===== src/rtl/pro_bin_pack.sv =====
// Threshold binarizer and bit packer with output FIFO for XNOR-popcount PEs.
// Optional macro PRO_BN_FLIP_EN adds a per-channel flipped (<=) compare.
module pro_bin_pack #(
  parameter int PAR        = 16,
  parameter int WIDTH      = 9,
  parameter int OUT_CH     = 128,
  parameter int PACK_W     = 64,
  parameter int FIFO_DEPTH = 4
) (
  input  logic                       clk,
  input  logic                       rst,
  input  logic                       clr,
  input  logic                       in_valid,
  output logic                       in_ready,
  input  logic [PAR*WIDTH-1:0]       in_data,
  input  logic                       thr_we,
  input  logic [$clog2(OUT_CH)-1:0]  thr_addr,
  input  logic [WIDTH-1:0]           thr_data,
`ifdef PRO_BN_FLIP_EN
  input  logic                       thr_flip,
`endif
  output logic                       out_valid,
  input  logic                       out_ready,
  output logic [PACK_W-1:0]          out_data,
  output logic                       out_last
);

  localparam int GRPS  = PACK_W / PAR;
  localparam int GW    = (GRPS > 1) ? $clog2(GRPS) : 1;
  localparam int WORDS = OUT_CH / PACK_W;
  localparam int WW    = (WORDS > 1) ? $clog2(WORDS) : 1;
  localparam int CW    = $clog2(OUT_CH);
  localparam int AW    = $clog2(FIFO_DEPTH);

  localparam logic [GW-1:0] GRP_LAST  = GW'(GRPS - 1);
  localparam logic [WW-1:0] WORD_LAST = WW'(WORDS - 1);
  localparam logic [AW:0]   PTR_ONE   = (AW+1)'(1);

  logic [GW-1:0]     grp_cnt_q, grp_cnt_d;
  logic [WW-1:0]     word_cnt_q, word_cnt_d;
  logic [PACK_W-1:0] pack_q, pack_d;
  logic [AW:0]       wptr_q, wptr_d;
  logic [AW:0]       rptr_q, rptr_d;

  logic signed [WIDTH-1:0] thr_q [OUT_CH];
`ifdef PRO_BN_FLIP_EN
  logic                    flip_q [OUT_CH];
`endif
  logic [PACK_W:0]         mem_q [FIFO_DEPTH];

  logic              fifo_full;
  logic              fifo_empty;
  logic              accept;
  logic              grp_end;
  logic              push;
  logic              pop;
  logic              word_last;
  logic [PAR-1:0]    lane_bits;
  logic [PACK_W-1:0] word_bits;

  for (genvar i = 0; i < PAR; i++) begin : g_lane
    logic [CW-1:0]           ch;
    logic signed [WIDTH-1:0] lane;
    logic signed [WIDTH-1:0] thr;
    assign ch   = CW'(32'(word_cnt_q) * PACK_W
                  + 32'(grp_cnt_q) * PAR + i);
    assign lane = in_data[i*WIDTH +: WIDTH];
    assign thr  = thr_q[ch];
`ifdef PRO_BN_FLIP_EN
    assign lane_bits[i] = flip_q[ch] ? (lane <= thr)
                                     : (lane >= thr);
`else
    assign lane_bits[i] = (lane >= thr);
`endif
  end

  assign fifo_empty = (wptr_q == rptr_q);
  assign fifo_full  = (wptr_q[AW] != rptr_q[AW]) &&
                      (wptr_q[AW-1:0] == rptr_q[AW-1:0]);
  assign grp_end    = (grp_cnt_q == GRP_LAST);
  assign word_last  = (word_cnt_q == WORD_LAST);

  // Pack register is cleared per word, so OR-ing the new group is exact.
  assign word_bits = pack_q |
    (PACK_W'(lane_bits) << (32'(grp_cnt_q) * PAR));

  assign accept = in_valid && in_ready;
  assign push   = accept && grp_end && !clr;
  assign pop    = out_valid && out_ready && !clr;

  always_comb begin
    in_ready  = !(fifo_full && grp_end);
    out_valid = !fifo_empty;
    out_data  = '0;
    out_last  = 1'b0;
    if (!fifo_empty) begin
      out_data = mem_q[rptr_q[AW-1:0]][PACK_W:1];
      out_last = mem_q[rptr_q[AW-1:0]][0];
    end
  end

  always_comb begin
    grp_cnt_d  = grp_cnt_q;
    word_cnt_d = word_cnt_q;
    pack_d     = pack_q;
    wptr_d     = wptr_q;
    rptr_d     = rptr_q;
    if (clr) begin
      grp_cnt_d  = '0;
      word_cnt_d = '0;
      pack_d     = '0;
      wptr_d     = '0;
      rptr_d     = '0;
    end else begin
      if (accept) begin
        if (grp_end) begin
          grp_cnt_d  = '0;
          pack_d     = '0;
          wptr_d     = wptr_q + PTR_ONE;
          word_cnt_d = word_last ? '0 : word_cnt_q + WW'(1);
        end else begin
          grp_cnt_d = grp_cnt_q + GW'(1);
          pack_d    = word_bits;
        end
      end
      if (pop) rptr_d = rptr_q + PTR_ONE;
    end
  end

  always_ff @(posedge clk) begin
    if (!rst) begin
      grp_cnt_q  <= '0;
      word_cnt_q <= '0;
      pack_q     <= '0;
      wptr_q     <= '0;
      rptr_q     <= '0;
    end else begin
      grp_cnt_q  <= grp_cnt_d;
      word_cnt_q <= word_cnt_d;
      pack_q     <= pack_d;
      wptr_q     <= wptr_d;
      rptr_q     <= rptr_d;
    end
  end

  always_ff @(posedge clk) begin
    if (rst && push)
      mem_q[wptr_q[AW-1:0]] <= {word_bits, word_last};
  end

  always_ff @(posedge clk) begin
    if (!rst) begin
      for (int k = 0; k < OUT_CH; k++) thr_q[k] <= '0;
    end else if (thr_we) begin
      thr_q[thr_addr] <= thr_data;
    end
  end

`ifdef PRO_BN_FLIP_EN
  always_ff @(posedge clk) begin
    if (!rst) begin
      for (int k = 0; k < OUT_CH; k++) flip_q[k] <= 1'b0;
    end else if (thr_we) begin
      flip_q[thr_addr] <= thr_flip;
    end
  end
`endif

endmodule

===== config.mk =====
export PLATFORM = sky130hd
export DESIGN_NAME = pro_bin_pack
export DESIGN_NICKNAME = d
export VERILOG_FILES = /design/src/rtl/pro_bin_pack.sv
export SDC_FILE = /design/constraint.sdc
export NUM_CORES = 2
export LEC_CHECK = 0
export ABC_AREA = 1
export BUFFER_PORTS_ARGS = -buffer_cell sky130_fd_sc_hd__clkbuf_2
export CAP_MARGIN = 10
export CORE_MARGIN = 1.5
export CORE_UTILIZATION = 58
export CTS_BUF_LIST = sky130_fd_sc_hd__clkbuf_4 sky130_fd_sc_hd__clkbuf_8
export DETAILED_ROUTE_END_ITERATION = 16
export PLACE_DENSITY_LB_ADDON = 0.05
export SKIP_CTS_REPAIR_TIMING = 1
export SLEW_MARGIN = 20
export SYNTH_ARGS = -nofsm -noshare
export SYNTH_HDL_FRONTEND = slang
export SYNTH_SLANG_ARGS = --single-unit

===== constraint.sdc =====
create_clock -name clk -period 4.6 [get_ports clk]
set_clock_uncertainty 0.2 [all_clocks]
set_input_delay 0.92 -clock clk [delete_from_list [all_inputs] [get_ports clk]]
set_output_delay 0.92 -clock clk [all_outputs]
set_load 0.01 [all_outputs]

After elaboration in Yosys (flattened, before gate mapping). Memories as Yosys holds them, arrays and structs flattened. A register that Yosys moved wholly into a read port is not among the register bits. Cells that the tools add are included. Widths: inputs -> output; s select.

Add/subtract/negate cells: 20. $mul: 0. Div/mod/pow operators: 0. Order comparisons: 16. Equality and inequality tests: 4. Shifts and indexed selects: 1. Muxes and demuxes: 16. Bitwise logic cells: 2. Reductions and logical operators: 14.

Operators by type and width (count): $ge 9x9->1 (16); $mux 64 (2); $or 64x64->64 (1); $shl 16x6->64 (1); $add 7x4->7 const B (8); $add 7x3->7 const B (4); $add 7x2->7 const B (2); $mux 1 (9); $mux 9 (1); $reduce_or 9->1 (1); $logic_and 1x1->1 (8); $add 7x1->7 const B (1); $add 7x6->7 (1); $mux 7 (1); $add 3x1->3 const B (2); $mux 2 (3); $eq 3x3->1 (1); $logic_not 1->1 (3); $add 2x1->2 const B (1); $eq 2x2->1 (1); $eq 2x2->1 const B (1); $reduce_and 2->1 (1); $reduce_or 2->1 (1); $add 1x1->1 const B (1); other kinds (2) (2).

Flip-flop bits (word level): 73. Bits in latches: 0. Bits in writable memories: 1412. Bits in read-only memories: 0. Word-level logic and storage cells: 80. Memories: 2.

Memory list: thr_q (depth 128, width 9, read ports 16, clocked after memory_dff 0, wr ports 128, line 45) `logic signed [WIDTH-1:0] thr_q [OUT_CH];`; mem_q (depth 4, width 65, read ports 1, clocked after memory_dff 1, wr ports 1, line 49) `logic [PACK_W:0] mem_q [FIFO_DEPTH];`.

Longest topological paths before layout.
Word-level depth: 10. Depth in mapped cells: 19. Gate-level depth less buffers: 15.

Worst setup path after synthesis. No wires, ideal clock.

Path kind: input -> register. From: input port in_valid. To: memory mem_q[0][0] in the netlist's numbering (enable). Library setup time: 0.488 ns. Arrival: 4.215 ns. Slack: -0.303 ns. Cell stages on the path: 5. Path buffers: 1. Path through: nand3_1 -> buf_2 -> nor2_1 -> inv_1 -> nor2_1.

Word-level cells in the longest chain between the ends: 6.

RTL lines: start: declaration (line 13) `input logic in_valid,`; $logic_and 1x1->1 (line 87) `assign accept = in_valid && in_ready;`; $logic_and 1x1->1 (2 in a row) (line 88) `assign push = accept && grp_end && !clr;`; $logic_and 1x1->1 (line 147) `if (rst && push)`; $mux 1 (line 147); $mux 1 (not written as such) (line 148) `mem_q[wptr_q[AW-1:0]] <= {word_bits, word_last};`; end: declaration (line 49).

No other way between the ends.

==> flow_summary.yaml <==
global_routing:
  grt_pass1_vias: 48000
  grt.overflow.total: 0
  grt_use_total_pct: 33.3
  antenna_found_initial: 12
  grt_pass1_wl_mm: 295
  grt_start_max_net_pins: 178
clock_network:
  clkTransAtPathRegs_ns: 0.06
  cts-htree-levels: 4
  clock-sinks: 1487
  cts-root-buf: "clkbuf_8"
  cts_tree: "done"
  clock_latency_ns: 0.92
  clk_path_buf_depth: 3
  cts_buffers: 234
finish:
  final_cells: 8562
  drive_above_1_share_pct: 11.8
  layout.nets: 7156
  syn_to_final_growth_pct: 11.6
routing:
  viasPerCell: 6.04
  drc: 0
  drt-wirelength-per-cell_um: 23.3
  vias: 51700
  wirelength_mm: 199
  drt_iter0_markers: 6101
  first_pass_iters: 5
  postRouteAntennaNets: 0
worst_setup_path:
  r2r_setup_slack_ns: 0.61
  endpoint_kind: "output pin"
  start_kind: "register"
  cp.required_ns: 3.48
  crit_type: "reg -> out"
  cp.arrival_ns: 3.20
  cp_max_fo: 46
floorplanning:
  die_w_um: 344
  io_pins: 233
  num_rows: 124
  die_h_um: 344
  coreArea_mm2: 0.115
  start_util_pct: 58.8
  die_area_mm2: 0.118
sta:
  relSlewSlack_pct: 27.0
  finalSetupTns_ns: 0
  final_max_slew_viol_count: 0
  hold_viol_final: 0
  fin_crit_sh_pct: 93.9
  worst_pin_slew_ns: 1.09
  setup_viol: 0
  rsz0062_at_grt: "no"
  fin_crit_ns: 4.32
  fmax_ghz: 0.232
run:
  maxCapViolCount: 0
hold_path:
  min_path_type: "in -> reg"
power_and_ir_drop:
  fin_total_pwr_w: 0.0291
  ir_drop_mv: 0.321
  p_leak_nw: 29.2
  powerDensity_mw_per_mm2: 386
synthesis:
  synth_nets: 6976
  ys_seq_area_share_pct: 65.0
  syn-cell-area_mm2: 0.0675
  ys_ff_latch: 1487
  netlist_instances: 6660
  yosysWarnings: 0
  syn_avg_cell_area_um2: 10.1
  synth_cell_type_count: 27
placed_design:
  dp.final_hpwl_mm: 124
  portBuffers: 232
  placed_cells: 8116
  place.gp.congestion: 0.902
outcome:
  status: "completed"
-- final cells by class --
cell class / count / area [um^2]
tap: 1512 / 1890
sequential: 1487 / 43900
fill: 9220 / 39500
multi-input combinational: 4411 / 20800
antenna: 8 / 20.0
inverter: 302 / 1200
clock buffer: 357 / 4230
timing repair buffer: 404 / 2870
clock inverter: 81 / 412
-- registers in the layout, summed over array words and instances, names as in the netlist, named ones only --
name and flops:
wptr_q 3, grp_cnt_q 2, word_cnt_q 1, pack_q 64, thr_q 1152, mem_q 260
rptr_q 3
-- worst paths after layout --
check                from            to  depth (start not counted)
min              in_valid     wptr_q[2]                          3
min reg2reg    pack_q[29]    pack_q[29]                          2
max              register   out_data[8]                          6
max reg2reg  grp_cnt_q[0]  mem_q[1][54]                         14
-- worst max-delay path, cell delays in order (launching register included) --
cell and delay, ns:
dfxtp_4 0.70, buf_4 0.44, nor2_1 0.10, o32ai_1 0.62
nand2_1 0.18, inv_1 0.09, clkbuf_2 0.14
-- layer usage --
metal | vias to the layer above | part of all wire, % | track usage [%]
met1 | 25000 | 40 | 45.9
met2 | 2739 | 47 | 53.1
met5 | - | 0.047 | 0.321
li1 | 23500 | - | -
met3 | 412 | 9.8 | 6.30
met4 | 8 | 3.3 | 11.8
-- cell usage after synthesis --
cell      instances  area (um^2)
o21ai_0         761         3810
clkinv_1          2         7.51
nor3_1            9         45.0
dfxtp_1          75         1500
edfxtp_1       1412        42400
nand2_1         763         2860
nand3_1         175          876
clkbuf_1        392         1470
inv_2             8         30.0
a21oi_1          93          465
or2_2             1         6.26
xor2_1            3         26.3
o221ai_1        128         1120
nor4_1            3         18.8
buf_2            37          185
nand4_1          18          113
ha_1            150         1880
xnor2_1           2         17.5
o22ai_1         144          901
buf_1            31          116
nor4_2            5         62.6
inv_1           292         1100
o21ai_1          24          120
nor3_2            2         20.0
o32ai_1          65          569
a31oi_1          16          100
nor2_1         2049         7690
-- cell usage in the layout, fill, tap and decap left out, types with 18 or more instances in the layout --
| master | instances |
|---|---|
| inv_1 | 281 |
| o32ai_1 | 65 |
| clkbuf_2 | 231 |
| nand3_1 | 174 |
| edfxtp_1 | 1412 |
| nand4_1 | 18 |
| clkbuf_4 | 110 |
| o221ai_1 | 128 |
| dfxtp_1 | 70 |
| buf_4 | 139 |
| o22ai_1 | 144 |
| o21ai_0 | 761 |
| nand2_1 | 762 |
| o21ai_1 | 24 |
| a21oi_1 | 93 |
| buf_12 | 33 |
| clkinv_1 | 55 |
| nor2_1 | 2043 |
| clkbuf_8 | 247 |
| ha_1 | 150 |
-- power by group --
part / leakage, nW / internal, W / switching (W) / total, W
Clock: 2.47 / 0.00593 / 0.00519 / 0.0111
Combinational: 12.8 / 0.000625 / 0.00181 / 0.00244
Sequential: 13.9 / 0.0154 / 0.000170 / 0.0155
-- cells by family after synthesis --
group                      count (synthesis)  synth area share, %
AOI/OAI and AO/OA                       1231                 10.5
xor gates and xnor gates                   5               0.0649
adders and majority gates                150                 2.78
buffers and inverters                    762                 4.31
DFF                                     1487                 65.0
and+or+nand+nor                         3025                 17.3
-- per-stage QoR --
step | hold WS [ns] | setup WS [ns] | utilization [%] | cell area (um^2)
6_report | 0.150 | 0.280 | 65.6 | 75300
5_1_grt | 0.135 | 0.127 | 65.6 | 75300
4_1_cts | 0.0805 | 0.180 | 65.6 | 75300
3_5_place_dp | 0.265 | 0.719 | 61.6 | 70700
3_3_place_gp | 0.258 | 0.758 | 61.6 | 70700
2_1_floorplan | 0.251 | -0.303 | - | 67500
Note: power is estimated with default switching activity, not from simulation.
